===== src/rtl/tcp_toe_pkg.sv =====
// Shared types and constants for the TCP offload receive path:
// extractor FSM states, the connection tuple and protocol constants.
package tcp_toe_pkg;

  typedef enum logic [2:0] {
    ST_IDLE  = 3'd0,
    ST_PARSE = 3'd1,
    ST_DRAIN = 3'd2,
    ST_SETUP = 3'd3,
    ST_REQ   = 3'd4,
    ST_RESP  = 3'd5
  } te_state_t;

  typedef struct packed {
    logic [23:0] mac_src;
    logic [23:0] mac_dst;
    logic [31:0] ip_src;
    logic [31:0] ip_dst;
    logic [15:0] port_src;
    logic [15:0] port_dst;
  } tuple_t;

  localparam logic [15:0] ETH_IPV4    = 16'h0800;
  localparam logic [7:0]  PROTO_TCP   = 8'h06;
  localparam logic [1:0]  RQ_LOOKUP   = 2'b01;
  localparam logic [1:0]  RQ_IDLE     = 2'b00;
  localparam logic [7:0]  ERR_TIMEOUT = 8'hFF;

endpackage


===== src/rtl/tcp_tuple_extractor_if.sv =====
// Bundle of the frame stream, searcher request/response and descriptor
// signals around the tuple extractor. The slave modport is the extractor.
// Handshakes: a word (or descriptor) transfers on a rising clock edge where
// valid and ready are both 1; valid-side data holds until that transfer.
interface tcp_tuple_extractor_if #(parameter int DROP_CNT_W = 16);
  import tcp_toe_pkg::*;

  logic [31:0]           te_in_data;
  logic                  te_in_valid;
  logic                  te_in_sop;
  logic                  te_in_eop;
  logic                  te_in_ready;
  logic [1:0]            te_rq;
  logic [23:0]           te_mac_src;
  logic [23:0]           te_mac_dst;
  logic [31:0]           te_ip_src;
  logic [31:0]           te_ip_dst;
  logic [15:0]           te_port_src;
  logic [15:0]           te_port_dst;
  logic                  te_rs_done;
  logic [7:0]            te_rs_error;
  logic [7:0]            te_rs_id;
  logic                  te_out_valid;
  logic                  te_out_ready;
  logic [7:0]            te_out_id;
  logic [7:0]            te_out_error;
  logic [DROP_CNT_W-1:0] te_drop_cnt;
  te_state_t             te_dbg_state;

  modport slave (
    input  te_in_data, te_in_valid, te_in_sop, te_in_eop,
    input  te_rs_done, te_rs_error, te_rs_id, te_out_ready,
    output te_in_ready, te_rq, te_mac_src, te_mac_dst, te_ip_src, te_ip_dst,
    output te_port_src, te_port_dst, te_out_valid, te_out_id, te_out_error,
    output te_drop_cnt, te_dbg_state
  );

  modport master (
    output te_in_data, te_in_valid, te_in_sop, te_in_eop,
    output te_rs_done, te_rs_error, te_rs_id, te_out_ready,
    input  te_in_ready, te_rq, te_mac_src, te_mac_dst, te_ip_src, te_ip_dst,
    input  te_port_src, te_port_dst, te_out_valid, te_out_id, te_out_error,
    input  te_drop_cnt, te_dbg_state
  );

endinterface


===== src/rtl/tcp_hdr_capture.sv =====
// Word indexer and header field capture. Tracks the index of each accepted
// word, stores tuple fields as they pass, and flags header mismatches and
// the word carrying the destination port.
module tcp_hdr_capture
  import tcp_toe_pkg::*;
(
  input  logic        clk_i,
  input  logic        rst_n_i,
  input  logic [31:0] data_i,
  input  logic        beat_i,
  input  logic        sop_i,
  input  logic        cap_en_i,
  output tuple_t      tuple_o,
  output logic        bad_o,
  output logic        last_o
);

  logic [4:0] idx_q, idx_d, cur_idx;
  logic [3:0] ihl_q, ihl_d;
  tuple_t     tup_q, tup_d;
  logic       port_ok;

  // Index/field next-state and per-word validation flags.
  always_comb begin
    cur_idx = sop_i ? 5'd0 : idx_q;
    idx_d   = idx_q;
    ihl_d   = ihl_q;
    tup_d   = tup_q;
    bad_o   = 1'b0;
    last_o  = 1'b0;
    // Port words sit past the IP addresses; this also keeps a stale IHL
    // from an earlier frame from matching the first few words.
    port_ok = (cur_idx >= 5'd8);
    if (beat_i) idx_d = (cur_idx == 5'd31) ? 5'd31 : cur_idx + 5'd1;
    if (cap_en_i) begin
      case (cur_idx)
        5'd0: tup_d.mac_dst[23:16] = data_i[7:0];
        5'd1: tup_d.mac_dst[15:0]  = data_i[31:16];
        5'd2: tup_d.mac_src        = data_i[23:0];
        5'd3: begin
          ihl_d = data_i[11:8];
          if (data_i[31:16] != ETH_IPV4 || data_i[15:12] != 4'd4 ||
              data_i[11:8] < 4'd5) bad_o = 1'b1;
        end
        5'd5: if (data_i[7:0] != PROTO_TCP) bad_o = 1'b1;
        5'd6: tup_d.ip_src[31:16] = data_i[15:0];
        5'd7: begin
          tup_d.ip_src[15:0]  = data_i[31:16];
          tup_d.ip_dst[31:16] = data_i[15:0];
        end
        5'd8: tup_d.ip_dst[15:0] = data_i[31:16];
        default: ;
      endcase
      if (port_ok && cur_idx == 5'd3 + {1'b0, ihl_q}) tup_d.port_src = data_i[15:0];
      if (port_ok && cur_idx == 5'd4 + {1'b0, ihl_q}) begin
        tup_d.port_dst = data_i[31:16];
        last_o         = 1'b1;
      end
    end
  end

  // Index, IHL and captured tuple registers.
  always_ff @(posedge clk_i) begin
    if (!rst_n_i) begin
      idx_q <= 5'd0;
      ihl_q <= 4'd0;
      tup_q <= '0;
    end else begin
      idx_q <= idx_d;
      ihl_q <= ihl_d;
      tup_q <= tup_d;
    end
  end

  assign tuple_o = tup_q;

endmodule


===== src/rtl/tcp_tuple_extractor.sv =====
// Receive-side tuple extractor: parses Ethernet/IPv4/TCP frames, issues a
// lookup/insert request to the connection searcher after a two-cycle setup,
// and returns the searcher's answer as a descriptor. Bad frames are counted.
module tcp_tuple_extractor
  import tcp_toe_pkg::*;
#(
  parameter int TIMEOUT_CYCLES = 255,
  parameter int DROP_CNT_W     = 16
) (
  input logic                  te_clk,
  input logic                  te_rst_n,
  tcp_tuple_extractor_if.slave te
);

  localparam int TW = (TIMEOUT_CYCLES < 2) ? 1 : $clog2(TIMEOUT_CYCLES + 1);

  te_state_t             state_q, state_d;
  logic                  drop_q, drop_d;
  logic                  setup_q, setup_d;
  logic [TW-1:0]         tmo_q, tmo_d;
  logic [7:0]            id_q, id_d, err_q, err_d;
  logic [DROP_CNT_W-1:0] drop_cnt_q, drop_cnt_d;
  logic [DROP_CNT_W:0]   drop_sum;
  logic [1:0]            drop_inc;
  logic                  in_ready, beat, cap_en, hdr_bad, hdr_last;
  logic [1:0]            rq;
  logic                  out_valid;
  tuple_t                tuple;

  assign in_ready = te_rst_n &&
                    (state_q == ST_IDLE || state_q == ST_PARSE || state_q == ST_DRAIN);
  assign beat     = te.te_in_valid && in_ready;

  tcp_hdr_capture u_cap (
    .clk_i    (te_clk),
    .rst_n_i  (te_rst_n),
    .data_i   (te.te_in_data),
    .beat_i   (beat),
    .sop_i    (te.te_in_sop),
    .cap_en_i (cap_en),
    .tuple_o  (tuple),
    .bad_o    (hdr_bad),
    .last_o   (hdr_last)
  );

  // FSM next state, request/descriptor outputs and drop events.
  always_comb begin
    state_d   = state_q;
    drop_d    = drop_q;
    setup_d   = setup_q;
    tmo_d     = tmo_q;
    id_d      = id_q;
    err_d     = err_q;
    drop_inc  = 2'd0;
    cap_en    = 1'b0;
    rq        = RQ_IDLE;
    out_valid = 1'b0;
    case (state_q)
      ST_IDLE: begin
        if (beat && te.te_in_sop) begin
          cap_en = 1'b1;
          drop_d = 1'b0;
          if (te.te_in_eop) drop_inc = 2'd1;  // one-word frame is truncated
          else              state_d  = ST_PARSE;
        end
      end
      ST_PARSE: begin
        if (beat) begin
          cap_en  = 1'b1;
          setup_d = 1'b0;
          if (te.te_in_sop) begin
            // New frame aborts the current one; a one-word new frame is also lost.
            drop_inc = te.te_in_eop ? 2'd2 : 2'd1;
            state_d  = te.te_in_eop ? ST_IDLE : ST_PARSE;
            drop_d   = 1'b0;
          end else if (hdr_last) begin
            state_d = te.te_in_eop ? ST_SETUP : ST_DRAIN;
          end else if (te.te_in_eop) begin
            drop_inc = 2'd1;
            state_d  = ST_IDLE;
          end else if (hdr_bad) begin
            drop_d  = 1'b1;
            state_d = ST_DRAIN;
          end
        end
      end
      ST_DRAIN: begin
        if (beat) begin
          setup_d = 1'b0;
          if (te.te_in_sop) begin
            cap_en   = 1'b1;
            drop_inc = te.te_in_eop ? 2'd2 : 2'd1;
            state_d  = te.te_in_eop ? ST_IDLE : ST_PARSE;
            drop_d   = 1'b0;
          end else if (te.te_in_eop) begin
            if (drop_q) begin
              drop_inc = 2'd1;
              state_d  = ST_IDLE;
            end else begin
              state_d = ST_SETUP;
            end
          end
        end
      end
      ST_SETUP: begin
        if (setup_q) begin
          state_d = ST_REQ;
          tmo_d   = '0;
        end else begin
          setup_d = 1'b1;
        end
      end
      ST_REQ: begin
        rq = RQ_LOOKUP;
        if (te.te_rs_done) begin
          id_d    = te.te_rs_id;
          err_d   = te.te_rs_error;
          state_d = ST_RESP;
        end else if (tmo_q == TW'(TIMEOUT_CYCLES)) begin
          id_d    = 8'h00;
          err_d   = ERR_TIMEOUT;
          state_d = ST_RESP;
        end else begin
          tmo_d = tmo_q + TW'(1);
        end
      end
      ST_RESP: begin
        out_valid = 1'b1;
        if (te.te_out_ready) state_d = ST_IDLE;
      end
      default: state_d = ST_IDLE;
    endcase
  end

  // Saturating drop counter increment.
  always_comb begin
    drop_sum   = {1'b0, drop_cnt_q} + (DROP_CNT_W + 1)'(drop_inc);
    drop_cnt_d = drop_sum[DROP_CNT_W] ? '1 : drop_sum[DROP_CNT_W-1:0];
  end

  // State, timers, latched response and drop counter.
  always_ff @(posedge te_clk) begin
    if (!te_rst_n) begin
      state_q    <= ST_IDLE;
      drop_q     <= 1'b0;
      setup_q    <= 1'b0;
      tmo_q      <= '0;
      id_q       <= 8'h00;
      err_q      <= 8'h00;
      drop_cnt_q <= '0;
    end else begin
      state_q    <= state_d;
      drop_q     <= drop_d;
      setup_q    <= setup_d;
      tmo_q      <= tmo_d;
      id_q       <= id_d;
      err_q      <= err_d;
      drop_cnt_q <= drop_cnt_d;
    end
  end

  assign te.te_in_ready  = in_ready;
  assign te.te_rq        = rq;
  assign te.te_mac_src   = tuple.mac_src;
  assign te.te_mac_dst   = tuple.mac_dst;
  assign te.te_ip_src    = tuple.ip_src;
  assign te.te_ip_dst    = tuple.ip_dst;
  assign te.te_port_src  = tuple.port_src;
  assign te.te_port_dst  = tuple.port_dst;
  assign te.te_out_valid = out_valid;
  assign te.te_out_id    = id_q;
  assign te.te_out_error = err_q;
  assign te.te_drop_cnt  = drop_cnt_q;
  assign te.te_dbg_state = state_q;

endmodule

===== src/flat_wrapper.sv =====
// flat-port wrapper written by rule: the top's interface ports become plain ports
module tcp_tuple_extractor_flat import tcp_toe_pkg::*;
#(
  parameter int TIMEOUT_CYCLES = 255,
  parameter int DROP_CNT_W     = 16
)
  (te_clk, te_rst_n, te_te_in_data, te_te_in_valid, te_te_in_sop, te_te_in_eop, te_te_rs_done, te_te_rs_error, te_te_rs_id, te_te_out_ready, te_te_in_ready, te_te_rq, te_te_mac_src, te_te_mac_dst, te_te_ip_src, te_te_ip_dst, te_te_port_src, te_te_port_dst, te_te_out_valid, te_te_out_id, te_te_out_error, te_te_drop_cnt, te_te_dbg_state);
  tcp_tuple_extractor_if #(.DROP_CNT_W(DROP_CNT_W)) te_i ();
  input logic te_clk;
  input logic te_rst_n;
  input wire logic [$bits(te_i.te_in_data)-1:0] te_te_in_data;
  input wire logic [$bits(te_i.te_in_valid)-1:0] te_te_in_valid;
  input wire logic [$bits(te_i.te_in_sop)-1:0] te_te_in_sop;
  input wire logic [$bits(te_i.te_in_eop)-1:0] te_te_in_eop;
  input wire logic [$bits(te_i.te_rs_done)-1:0] te_te_rs_done;
  input wire logic [$bits(te_i.te_rs_error)-1:0] te_te_rs_error;
  input wire logic [$bits(te_i.te_rs_id)-1:0] te_te_rs_id;
  input wire logic [$bits(te_i.te_out_ready)-1:0] te_te_out_ready;
  output wire logic [$bits(te_i.te_in_ready)-1:0] te_te_in_ready;
  output wire logic [$bits(te_i.te_rq)-1:0] te_te_rq;
  output wire logic [$bits(te_i.te_mac_src)-1:0] te_te_mac_src;
  output wire logic [$bits(te_i.te_mac_dst)-1:0] te_te_mac_dst;
  output wire logic [$bits(te_i.te_ip_src)-1:0] te_te_ip_src;
  output wire logic [$bits(te_i.te_ip_dst)-1:0] te_te_ip_dst;
  output wire logic [$bits(te_i.te_port_src)-1:0] te_te_port_src;
  output wire logic [$bits(te_i.te_port_dst)-1:0] te_te_port_dst;
  output wire logic [$bits(te_i.te_out_valid)-1:0] te_te_out_valid;
  output wire logic [$bits(te_i.te_out_id)-1:0] te_te_out_id;
  output wire logic [$bits(te_i.te_out_error)-1:0] te_te_out_error;
  output wire logic [$bits(te_i.te_drop_cnt)-1:0] te_te_drop_cnt;
  output wire logic [$bits(te_i.te_dbg_state)-1:0] te_te_dbg_state;
  assign te_i.te_in_data = te_te_in_data;
  assign te_i.te_in_valid = te_te_in_valid;
  assign te_i.te_in_sop = te_te_in_sop;
  assign te_i.te_in_eop = te_te_in_eop;
  assign te_i.te_rs_done = te_te_rs_done;
  assign te_i.te_rs_error = te_te_rs_error;
  assign te_i.te_rs_id = te_te_rs_id;
  assign te_i.te_out_ready = te_te_out_ready;
  assign te_te_in_ready = te_i.te_in_ready;
  assign te_te_rq = te_i.te_rq;
  assign te_te_mac_src = te_i.te_mac_src;
  assign te_te_mac_dst = te_i.te_mac_dst;
  assign te_te_ip_src = te_i.te_ip_src;
  assign te_te_ip_dst = te_i.te_ip_dst;
  assign te_te_port_src = te_i.te_port_src;
  assign te_te_port_dst = te_i.te_port_dst;
  assign te_te_out_valid = te_i.te_out_valid;
  assign te_te_out_id = te_i.te_out_id;
  assign te_te_out_error = te_i.te_out_error;
  assign te_te_drop_cnt = te_i.te_drop_cnt;
  assign te_te_dbg_state = te_i.te_dbg_state;
  tcp_tuple_extractor #(.TIMEOUT_CYCLES(TIMEOUT_CYCLES), .DROP_CNT_W(DROP_CNT_W)) u_core (.te_clk(te_clk), .te_rst_n(te_rst_n), .te(te_i));
endmodule

===== config.mk =====
export PLATFORM = sky130hd
export DESIGN_NAME = tcp_tuple_extractor_flat
export DESIGN_NICKNAME = d
export VERILOG_FILES = /design/src/rtl/tcp_toe_pkg.sv /design/src/rtl/tcp_tuple_extractor_if.sv /design/src/rtl/tcp_hdr_capture.sv /design/src/rtl/tcp_tuple_extractor.sv /design/src/flat_wrapper.sv
export SDC_FILE = /design/constraint.sdc
export NUM_CORES = 1
export LEC_CHECK = 0
export BUFFER_PORTS_ARGS = -buffer_cell sky130_fd_sc_hd__buf_2
export CAP_MARGIN = 10
export CORE_ASPECT_RATIO = 2
export CORE_UTILIZATION = 52
export DETAILED_ROUTE_END_ITERATION = 8
export GPL_TIMING_DRIVEN = 0
export HOLD_SLACK_MARGIN = 0.03
export PLACE_DENSITY_LB_ADDON = 0.08
export SLEW_MARGIN = 20
export SYNTH_ARGS = -nofsm -noshare
export SYNTH_HDL_FRONTEND = slang
export SYNTH_SLANG_ARGS = --single-unit

===== constraint.sdc =====
create_clock -name te_clk -period 4.3 [get_ports te_clk]
set_input_delay 0.86 -clock te_clk [delete_from_list [all_inputs] [get_ports te_clk]]
set_output_delay 0.86 -clock te_clk [all_outputs]
set_load 0.02 [all_outputs]

==> Word-level counts from Yosys, hierarchy flattened <==
Cells that the tools add are included.
{ "classes": {"mul": 0, "shifts": 0, "n_reduce_logical": 30, "magnitude_cmp": 2, "eq_ne": 35, "add_sub_neg": 5, "bitwise": 0, "div": 0, "n_mux": 64} }
{ "op_table": {"columns": ["op", "n"], "rows": [
  ["$mux W8", 7],
  ["$mux W3", 14],
  ["$mux W1", 25],
  ["$reduce_and A2 Y1", 11],
  ["$pmux W3 S6", 1],
  ["$add A16 B2 Y17", 1],
  ["$mux W16", 1],
  ["$mux W2", 8],
  ["$ne A16 B12 Y1 const B", 1],
  ["$pmux W8 S2", 1],
  ["$eq A5 B3 Y1 const B", 3],
  ["$ne A2 B2 Y1 const B", 6],
  ["$eq A5 B2 Y1 const B", 2],
  ["$eq A5 B5 Y1", 2],
  ["$mux W5", 2],
  ["$ne A3 B3 Y1 const B", 3],
  ["$reduce_and A9 Y1", 1],
  ["$add A8 B1 Y8 const B", 1],
  ["$eq A8 B8 Y1 const B", 1],
  ["$ne A2 B1 Y1 const B", 4],
  ["$ne A8 B3 Y1 const B", 1],
  ["$reduce_and A8 Y1", 1],
  ["$eq A3 B2 Y1 const B", 2],
  ["$eq A3 B3 Y1 const B", 2],
  ["23 further kinds", 35]
]} }
{ "totals": {"rom_bits": 0, "output_inout_bits": 183, "mem_bits_rw": 0, "in_bits": 55, "latch_bits": 0, "word_cells": 154, "n_memories": 0, "ff_bits": 198} }

==> Longest topological paths before layout <==
Gate-level depths: netlist of run 1.
{ "logic_depth": {"ltp_word": 15, "ltp_mapped": 17} }

==> Cells and area by module <==
From an unflattened synthesis of run 1, not the netlist that was laid out.
{ "unflattened": {"cells_unflattened": 972, "hier_area_um2": 8413.1} }
{ "modules_own_cells": {"columns": ["mod", "seq_area_each_um2", "instances", "cells_each", "area_per_inst_um2"], "rows": [
  ["tcp_hdr_capture", 3062.9, 1, 731, 6302.3],
  ["tcp_tuple_extractor", 900.9, 1, 241, 2110.8]
]} }

==> Least setup slack after synthesis of run 1 <==
No wires, ideal clock.
{ "synth_timing": {"kind": "input port to flip-flop", "startpoint": "input te_te_in_sop", "endpoint": "register u_core.drop_cnt_q[2] (netlist: u_core.te.te_drop_cnt[2])", "n_path_buf": 3, "t_arrival_ns": 3.803, "slack_ns": 0.426, "cell_stages": 14, "path_cell_list": "clkbuf_1 o32a_1 and3b_1 buf_2 o32a_1 o22ai_1 ha_1 inv_1 fa_1 and3b_1 nand4_1 or3_1 clkbuf_1 a21oi_1"} }
{ "synth_between": {"elab_chain_len": 11} }
{ "synth_lines": {"columns": ["element", "line", "source"], "rows": [
  ["start: declaration", "flat_wrapper.sv:13", "input wire logic [$bits(te_i.te_in_sop)-1:0] te_te_in_sop;"],
  ["$mux W5", "tcp_hdr_capture.sv:25", "cur_idx = sop_i ? 5'd0 : idx_q;"],
  ["$ge A5 B4 Y1 or $eq A5 B5 Y1 (tied branches)", "tcp_hdr_capture.sv:33, tcp_hdr_capture.sv:55", null],
  ["$logic_and A1 B1 Y1", "tcp_hdr_capture.sv:55", "if (port_ok && cur_idx == 5'd4 + {1'b0, ihl_q}) begin"],
  ["$mux W1", "tcp_hdr_capture.sv:55", null],
  ["$mux W1", "tcp_hdr_capture.sv:35", "if (cap_en_i) begin"],
  ["$mux W1", "tcp_tuple_extractor.sv:76", "end else if (hdr_last) begin"],
  ["$mux W2", "tcp_tuple_extractor.sv:71", "if (te.te_in_sop) begin"],
  ["$mux W2", "tcp_tuple_extractor.sv:68", "if (beat) begin"],
  ["$pmux W2 S3 *", "tcp_tuple_extractor.sv:58", "case (state_q)"],
  ["$add A16 B2 Y17 *", "tcp_tuple_extractor.sv:137", "drop_sum = {1'b0, drop_cnt_q} + (DROP_CNT_W + 1)'(drop_inc);"],
  ["$mux W16 *", "tcp_tuple_extractor.sv:138", "drop_cnt_d = drop_sum[DROP_CNT_W] ? '1 : drop_sum[DROP_CNT_W-1:0];"],
  ["end signal: assignment", "tcp_tuple_extractor.sv:158", "drop_cnt_q <= drop_cnt_d;"],
  ["end: declaration", "tcp_tuple_extractor.sv:22", "logic [DROP_CNT_W-1:0] drop_cnt_q, drop_cnt_d;"]
]} }
Mark *: on every way between the ends. The rest lies on a longest branch, timed or not.
A chain may end at the register's enable or synchronous reset.

==> Worst setup path in the final report of run 1 <==
{ "layout_timing": {"startpoint": "input te_te_in_sop", "endpoint": "register u_core.drop_cnt_q[4] (netlist: u_core.te.te_drop_cnt[4])"} }
Same word-level chain as after synthesis.

==> results of run 1 <==
## state kept, by name, summed over array words and instances, names as in the netlist, 3 cells and up
signal                  count
u_core.te.te_dbg_state      3
u_core.te.te_drop_cnt      16
u_core.te.te_out_error      8
u_core.te.te_out_id         8
u_core.tmo_q                8
u_core.u_cap.idx_q          5
u_core.u_cap.ihl_q          4
u_core.u_cap.tuple_o      144
## cell usage in the layout (no fill, tap or decap), types with 13 or more instances in the layout
master,instances
sky130_fd_sc_hd__buf_2,249
sky130_fd_sc_hd__inv_1,14
sky130_fd_sc_hd__clkbuf_1,50
sky130_fd_sc_hd__clkbuf_16,17
sky130_fd_sc_hd__dfxtp_1,196
sky130_fd_sc_hd__nand3_1,70
sky130_fd_sc_hd__mux2i_1,37
sky130_fd_sc_hd__a21oi_1,143
sky130_fd_sc_hd__o21ai_0,14
sky130_fd_sc_hd__nor2_1,74
sky130_fd_sc_hd__nand2_1,203
sky130_fd_sc_hd__xor2_1,13
## what timing repair did
action / CTS / global route
setup endpoints to repair: 0 / 11
gates resized for setup: 0 / 8
buffers inserted: 0 / 0
## path summary, 6_finish.rpt
| path | cells after the start | to | slack, ns |
|---|---|---|---|
| hold reg to reg | 2 | u_core.u_cap.tuple_o[132] | 0.45 |
| hold / removal | 2 | u_core.u_cap.tuple_o[132] | 0.45 |
| setup / recovery | 15 | u_core.te.te_drop_cnt[4] | 0.30 |
| setup reg to reg | 16 | u_core.te.te_drop_cnt[4] | 0.34 |
## metrics by stage
step,setup WS (ns),instances,setup TNS [ns],hold slack [ns]
CTS,0.002983,1428,0,0.4525
finish,0.2974,1428,0,0.4518
global route,0.04396,1428,0,0.4682
detailed placement,-0.4354,1396,-4.933,0.4430
global placement,-0.4302,1396,-4.910,0.4379
floorplan,0.4264,962,0,0.4584
## per-layer routing
| layer | wire [um] | part of all wire |
|---|---|---|
| met5 | 0 | 0 |
| met2 | 13620 | 0.55 |
| met1 | 8978 | 0.36 |
| met3 | 1336 | 0.054 |
| met4 | 1010 | 0.040 |
## logic make-up (layout without fill, tap and decap cells)
| kind of cell | Yosys count | in the layout | share of synthesized area |
|---|---|---|---|
| XOR/XNOR | 24 | 24 | 0.02707 |
| multiplexers | 37 | 37 | 0.04605 |
| adder cells (fa/ha/maj) | 10 | 10 | 0.01649 |
| buffers and inverters | 83 | 351 | 0.04309 |
| AND/OR/NAND/NOR | 411 | 411 | 0.2323 |
| flip-flops | 198 | 198 | 0.4928 |
| other | 1 | 1 | 0.0004663 |
| AO/OA/AOI/OAI | 198 | 198 | 0.1417 |
## critical path, cell delays in order
cell	delay, ns
sky130_fd_sc_hd__buf_2	0.17
sky130_fd_sc_hd__clkbuf_2	0.26
sky130_fd_sc_hd__o32a_1	0.23
sky130_fd_sc_hd__and3b_1	0.18
sky130_fd_sc_hd__buf_2	0.18
sky130_fd_sc_hd__o32a_1	0.31
sky130_fd_sc_hd__o22ai_1	0.18
sky130_fd_sc_hd__ha_1	0.20
sky130_fd_sc_hd__inv_1	0.05
sky130_fd_sc_hd__fa_1	0.39
sky130_fd_sc_hd__and3b_1	0.28
sky130_fd_sc_hd__nand4_1	0.23
sky130_fd_sc_hd__or3_4	0.47
sky130_fd_sc_hd__clkbuf_2	0.21
sky130_fd_sc_hd__a21oi_1	0.16
## final cells by class
type | count | area, um2
Tap cell | 198 | 247.7
Clock inverter | 12 | 108.9
Buffer | 69 | 296.5
Fill cell | 1410 | 5165
Inverter | 14 | 52.55
Multi-Input combinational cell | 681 | 3740
Clock buffer | 20 | 456.7
Timing Repair Buffer | 236 | 1181
Sequential cell | 198 | 3966
## where the power goes
group / internal, mW / leakage (nW) / switching, mW
registers: 1.84 / 1.60 / 0.00881
logic: 0.0617 / 2.46 / 0.157
clock network: 0.791 / 0.273 / 0.754
==> qor.yml, run 1 <==
critical_path:
  setup.worst_path.end_class: "register"
  crit_path_max_fo: 10
  required_time_reported_for_the_critical_path_endpoint_ns: 4.66
  timing.critical_path.from: "te_te_in_sop"
  critPathKind: "input pin to register"
  arrival_ns: 4.37
  worst_r2r_startpoint: "u_core.u_cap.ihl_q[3]"
  worst_setup_path_start_kind: "input pin"
synthesis:
  synth_top_area_frac: 0.4928
  yosysUniqueCellTypes: 57
  synth_area_leaders: "sky130_fd_sc_hd__dfxtp_1 (49%), sky130_fd_sc_hd__nand2_1 (9.5%), sky130_fd_sc_hd__a21oi_1 (8.9%)"
  yosysWarningCount: 0
  postSynth.topFlopCell: "sky130_fd_sc_hd__dfxtp_1"
  seq_area_frac_synth: 0.4928
  async_flop_share: 0
  yosys.cell_count.top_type: "sky130_fd_sc_hd__nand2_1"
  cell_type_with_the_largest_total_area_after_synthesis: "sky130_fd_sc_hd__dfxtp_1"
  netlist_instances: 962
  post_synth_instance_area_um2: 8043
  syn_avg_cell_area_um2: 8.360
  ys_ff_latch: 198
  ys_top_cells_by_count: "sky130_fd_sc_hd__nand2_1 (203), sky130_fd_sc_hd__dfxtp_1 (198), sky130_fd_sc_hd__a21oi_1 (143), sky130_fd_sc_hd__nor2_1 (74), sky130_fd_sc_hd__nand3_1 (70)"
  syn-num-nets: 1027
  synth_edf_count: 0
floorplan:
  core_area_um2: 15210
  die_w_um: 89.94
  floorplan.rows: 64
  die_h_um: 177.9
  die-area_um2: 16000
  io_pins: 238
  initial_core_util: 0.5286
cts:
  clock_latency_ns: 0.44
  cts_buffer_depth: 2
  cts-hold-fix-buffers: 0
  cts.root.buffer_cell: "sky130_fd_sc_hd__clkbuf_16"
  cts.htree.levels: 4
  tritoncts.num_buffers: 17
  worst_setup_hold_path_clk_slew_ns: 0.08
  number_of_clock_sinks: 198
  clock_tree_from_tritoncts: "yes"
grt:
  busiest_metal_layer_after_global_routing: "met2"
  grt_antenna_before_repair: 0
  globalRouteTotalUtil: 0.3127
  grt_max_degree: 19
  met2_usage: 0.5990
  grt_overflow_total: 0
  groute.layer.met1.usage: 0.3171
  via_count_of_the_first_global_routing_pass: 7640
  global_route_wire_length_before_repair_um: 39010
  met3_usage: 0.06641
placed_design:
  place.port_buffers: 236
  dpl-instance-area_um2: 9472
  gp_routability_congestion: 0.8921
  detailed_place_hpwl_um: 18890
timing:
  max_freq_mhz: 249.8
  timing_max_transition_violations_final: 0
  layout_worst_path_cycle_share: 0.9308
  slew_headroom: 0.4616
  fin_worst_skew_ns: 0.01532
  worst-slew-pin-transition_ns: 0.8016
  final-hold-violation-count: 0
  rsz0062_at_grt: "false"
  setup_viol: 0
  period_needed_ns: 4.003
min_path:
  hp-start: "u_core.u_cap.tuple_o[132]"
  hold_path.class: "register to register"
layout:
  final_area_um2: 10050
  finish.utilization: 0.6605
  final_layout_size_suffix_gt1_frac: 0.2520
  number_of_diodes_added_for_antenna_fixing: 0
  layout.nets: 1282
  areaGrowthSynthToFinish_pct: 24.95
detailed_routing:
  dr_total_vias: 7887
  route.final.wire_length_um: 24940
  firstDrtPassIters: 8
  drt-initial-drc-count: 370
  post_drt_antenna_nets: 0
  detail_route.wl_per_cell_um: 17.47
  residual_drc: 0
  route.detailed.vias_per_inst: 5.523
power:
  power_leakage_nw: 4.331
  powerDensity_nw_per_um2: 359.8
  fin_total_pwr_mw: 3.616
  worst_ir_drop_vdd_mv: 0.2770
status:
  outcome: "completed"
job:
  cap_viol_max_count: 0
Power figures use the tool's default switching activity.
==> run 2: changes to the inputs <==
--- a/config.mk
+++ b/config.mk
@@ -8,7 +8,7 @@
 export BUFFER_PORTS_ARGS = -buffer_cell sky130_fd_sc_hd__buf_2
 export CAP_MARGIN = 10
 export CORE_ASPECT_RATIO = 2
-export CORE_UTILIZATION = 52
+export CORE_UTILIZATION = 40
 export DETAILED_ROUTE_END_ITERATION = 8
 export GPL_TIMING_DRIVEN = 0
 export HOLD_SLACK_MARGIN = 0.03
==> qor.yml, run 2 (synthesis results as in run 1) <==
status:
  outcome: "completed"
layout:
  mostFrequentLayoutCell: "sky130_fd_sc_hd__buf_2"
  final_cells: 1491
  layout.cells.most_common_list: "sky130_fd_sc_hd__buf_2 (249), sky130_fd_sc_hd__nand2_1 (203), sky130_fd_sc_hd__dfxtp_1 (198)"
  final_area_um2: 10130
  number_of_diodes_added_for_antenna_fixing: 0
  largest_register_ffs: 144
  layout.nets: 1281
  areaGrowthSynthToFinish_pct: 26.00
  final_layout_size_suffix_gt1_frac: 0.2506
timing:
  layout_worst_path_cycle_share: 0.9325
  setup_viol: 0
  finalHoldWorstSlack_ns: 0.4517
  slew_headroom: 0.4608
  setup_tns_ns: 0
  final-hold-violation-count: 0
  worst-slew-pin-transition_ns: 0.8028
  fin_worst_skew_ns: 0.006443
  rsz0062_at_grt: "false"
  timing_max_transition_violations_final: 0
  period_needed_ns: 4.010
  max_freq_mhz: 249.4
power:
  reported_net_switching_power_mw: 0.9183
  worst_ir_drop_vdd_mv: 0.3066
  power_leakage_nw: 4.336
  pwr-share-comb: 0.061
  pwr-share-seq: 0.506
  powerDensity_nw_per_um2: 361.2
  p_clk_frac: 0.433
  fin_total_pwr_mw: 3.660
  power_report.internal_total_mw: 2.741
  power_switching_share: 0.2509
floorplan:
  io_pins: 238
  die_h_um: 202.5
  die_w_um: 102.3
  initial_core_util: 0.4058
  floorplan.rows: 73
  die-area_um2: 20710
  core_area_um2: 19820
grt:
  global_route_wire_length_before_repair_um: 40700
  grt_max_degree: 18
  grt_antenna_before_repair: 0
  grt_overflow_total: 0
  via_count_of_the_first_global_routing_pass: 7408
  globalRouteTotalUtil: 0.2625
detailed_routing:
  route.final.wire_length_um: 26710
  route.detailed.vias_per_inst: 5.176
  post_drt_antenna_nets: 0
  dr_total_vias: 7718
  firstDrtPassIters: 4
  residual_drc: 0
  detail_route.wl_per_cell_um: 17.91
  drt-initial-drc-count: 261
placed_design:
  detailed_place_hpwl_um: 20540
  dpl-instance-area_um2: 9552
  gp_routability_congestion: 0.8705
  place.port_buffers: 236
  place_inst: 1460
cts:
  tritoncts.num_buffers: 17
  worst_setup_hold_path_clk_slew_ns: 0.07
  clock_tree_from_tritoncts: "yes"
  cts.htree.levels: 4
  number_of_clock_sinks: 198
  cts.root.buffer_cell: "sky130_fd_sc_hd__clkbuf_16"
  cts_buffer_depth: 2
  clock_latency_ns: 0.45
  cts-hold-fix-buffers: 0
critical_path:
  timing.critical_path.slowest_cell_delay_ns: 0.49
  arrival_ns: 4.39
  required_time_reported_for_the_critical_path_endpoint_ns: 4.68
  crit_path_max_fo: 13
  worst_setup_path_start_kind: "register"
  path_cells: "ha_1 -> nor4bb_1 -> a31oi_1 -> o32a_1 -> and3b_1 -> buf_2 -> o32a_1 -> o22ai_1 -> ha_1 -> inv_1 -> fa_1 -> and3b_1 -> nand4_1 -> or3_4 -> a21oi_1"
  critPathKind: "register to register"
  setup.worst_path.end_class: "register"
  timing.critical_path.from: "u_core.u_cap.ihl_q[3]"
  crit_path_top_delay_cell: "sky130_fd_sc_hd__or3_4"
  worst_r2r_startpoint: "u_core.u_cap.ihl_q[3]"
min_path:
  hold_path.class: "register to register"
  hp-start: "u_core.u_cap.tuple_o[88]"
job:
  cap_viol_max_count: 0
## run 2: worst paths after layout
kind	to	slack, ns	depth (start not counted)
setup / recovery	u_core.te.te_drop_cnt[1]	0.29	15
hold / removal	u_core.u_cap.tuple_o[88]	0.45	2
setup reg to reg	u_core.te.te_drop_cnt[1]	0.29	15
hold reg to reg	u_core.u_cap.tuple_o[88]	0.45	2
## run 2: layout make-up
cell class / instances / area (um2)
Timing Repair Buffer: 237 / 1189
Inverter: 14 / 52.55
Clock inverter: 13 / 121.4
Fill cell: 2038 / 9687
Buffer: 67 / 286.5
Tap cell: 262 / 327.8
Sequential cell: 198 / 3964
Multi-Input combinational cell: 681 / 3740
Clock buffer: 19 / 452.9
## run 2: routing by layer
| metal | up-vias | routed length [um] | global-route usage |
|---|---|---|---|
| li1 | 3798 | - | - |
| met1 | 3644 | 9796 | 0.2658 |
| met2 | 227 | 14620 | 0.4911 |
| met3 | 49 | 1307 | 0.05783 |
| met4 | 0 | 990 | 0.1240 |
| met5 | - | 0 | 0 |
## run 2: critical path, delay by kind of cell, from the launching register on
| kind | cells | cell delay [ns] |
|---|---|---|
| flops | 1 | 0.44 |
| fa+ha+maj | 3 | 0.89 |
| compound gates | 5 | 1.11 |
| simple gates | 5 | 1.29 |
| buf+inv | 2 | 0.23 |
## run 2: stage by stage
step	setup WS, ns	utilization
6_report	0.2903	0.5113
5_1_grt	0.004909	0.5113
4_1_cts	0.07428	0.5105
3_5_place_dp	-0.6187	0.4819
3_3_place_gp	-0.5955	0.4819
2_1_floorplan	0.4264	-
## run 2: power by group through the flow
| stage | registers (mW) | logic (mW) | clock network [mW] |
|---|---|---|---|
| after floorplan | 1.90 | 0.0976 | 0 |
| after global placement | 1.89 | 0.224 | 0 |
| after detailed placement | 1.89 | 0.225 | 0 |
| after CTS | 1.85 | 0.225 | 1.62 |
| after global routing | 1.85 | 0.241 | 1.69 |
| final | 1.85 | 0.223 | 1.59 |
## run 2: what timing repair did
item / CTS / global route
gates resized for setup: 0 / 2
pin swaps: 0 / 2
buffers inserted: 0 / 1
setup endpoints to repair: 10 / 14
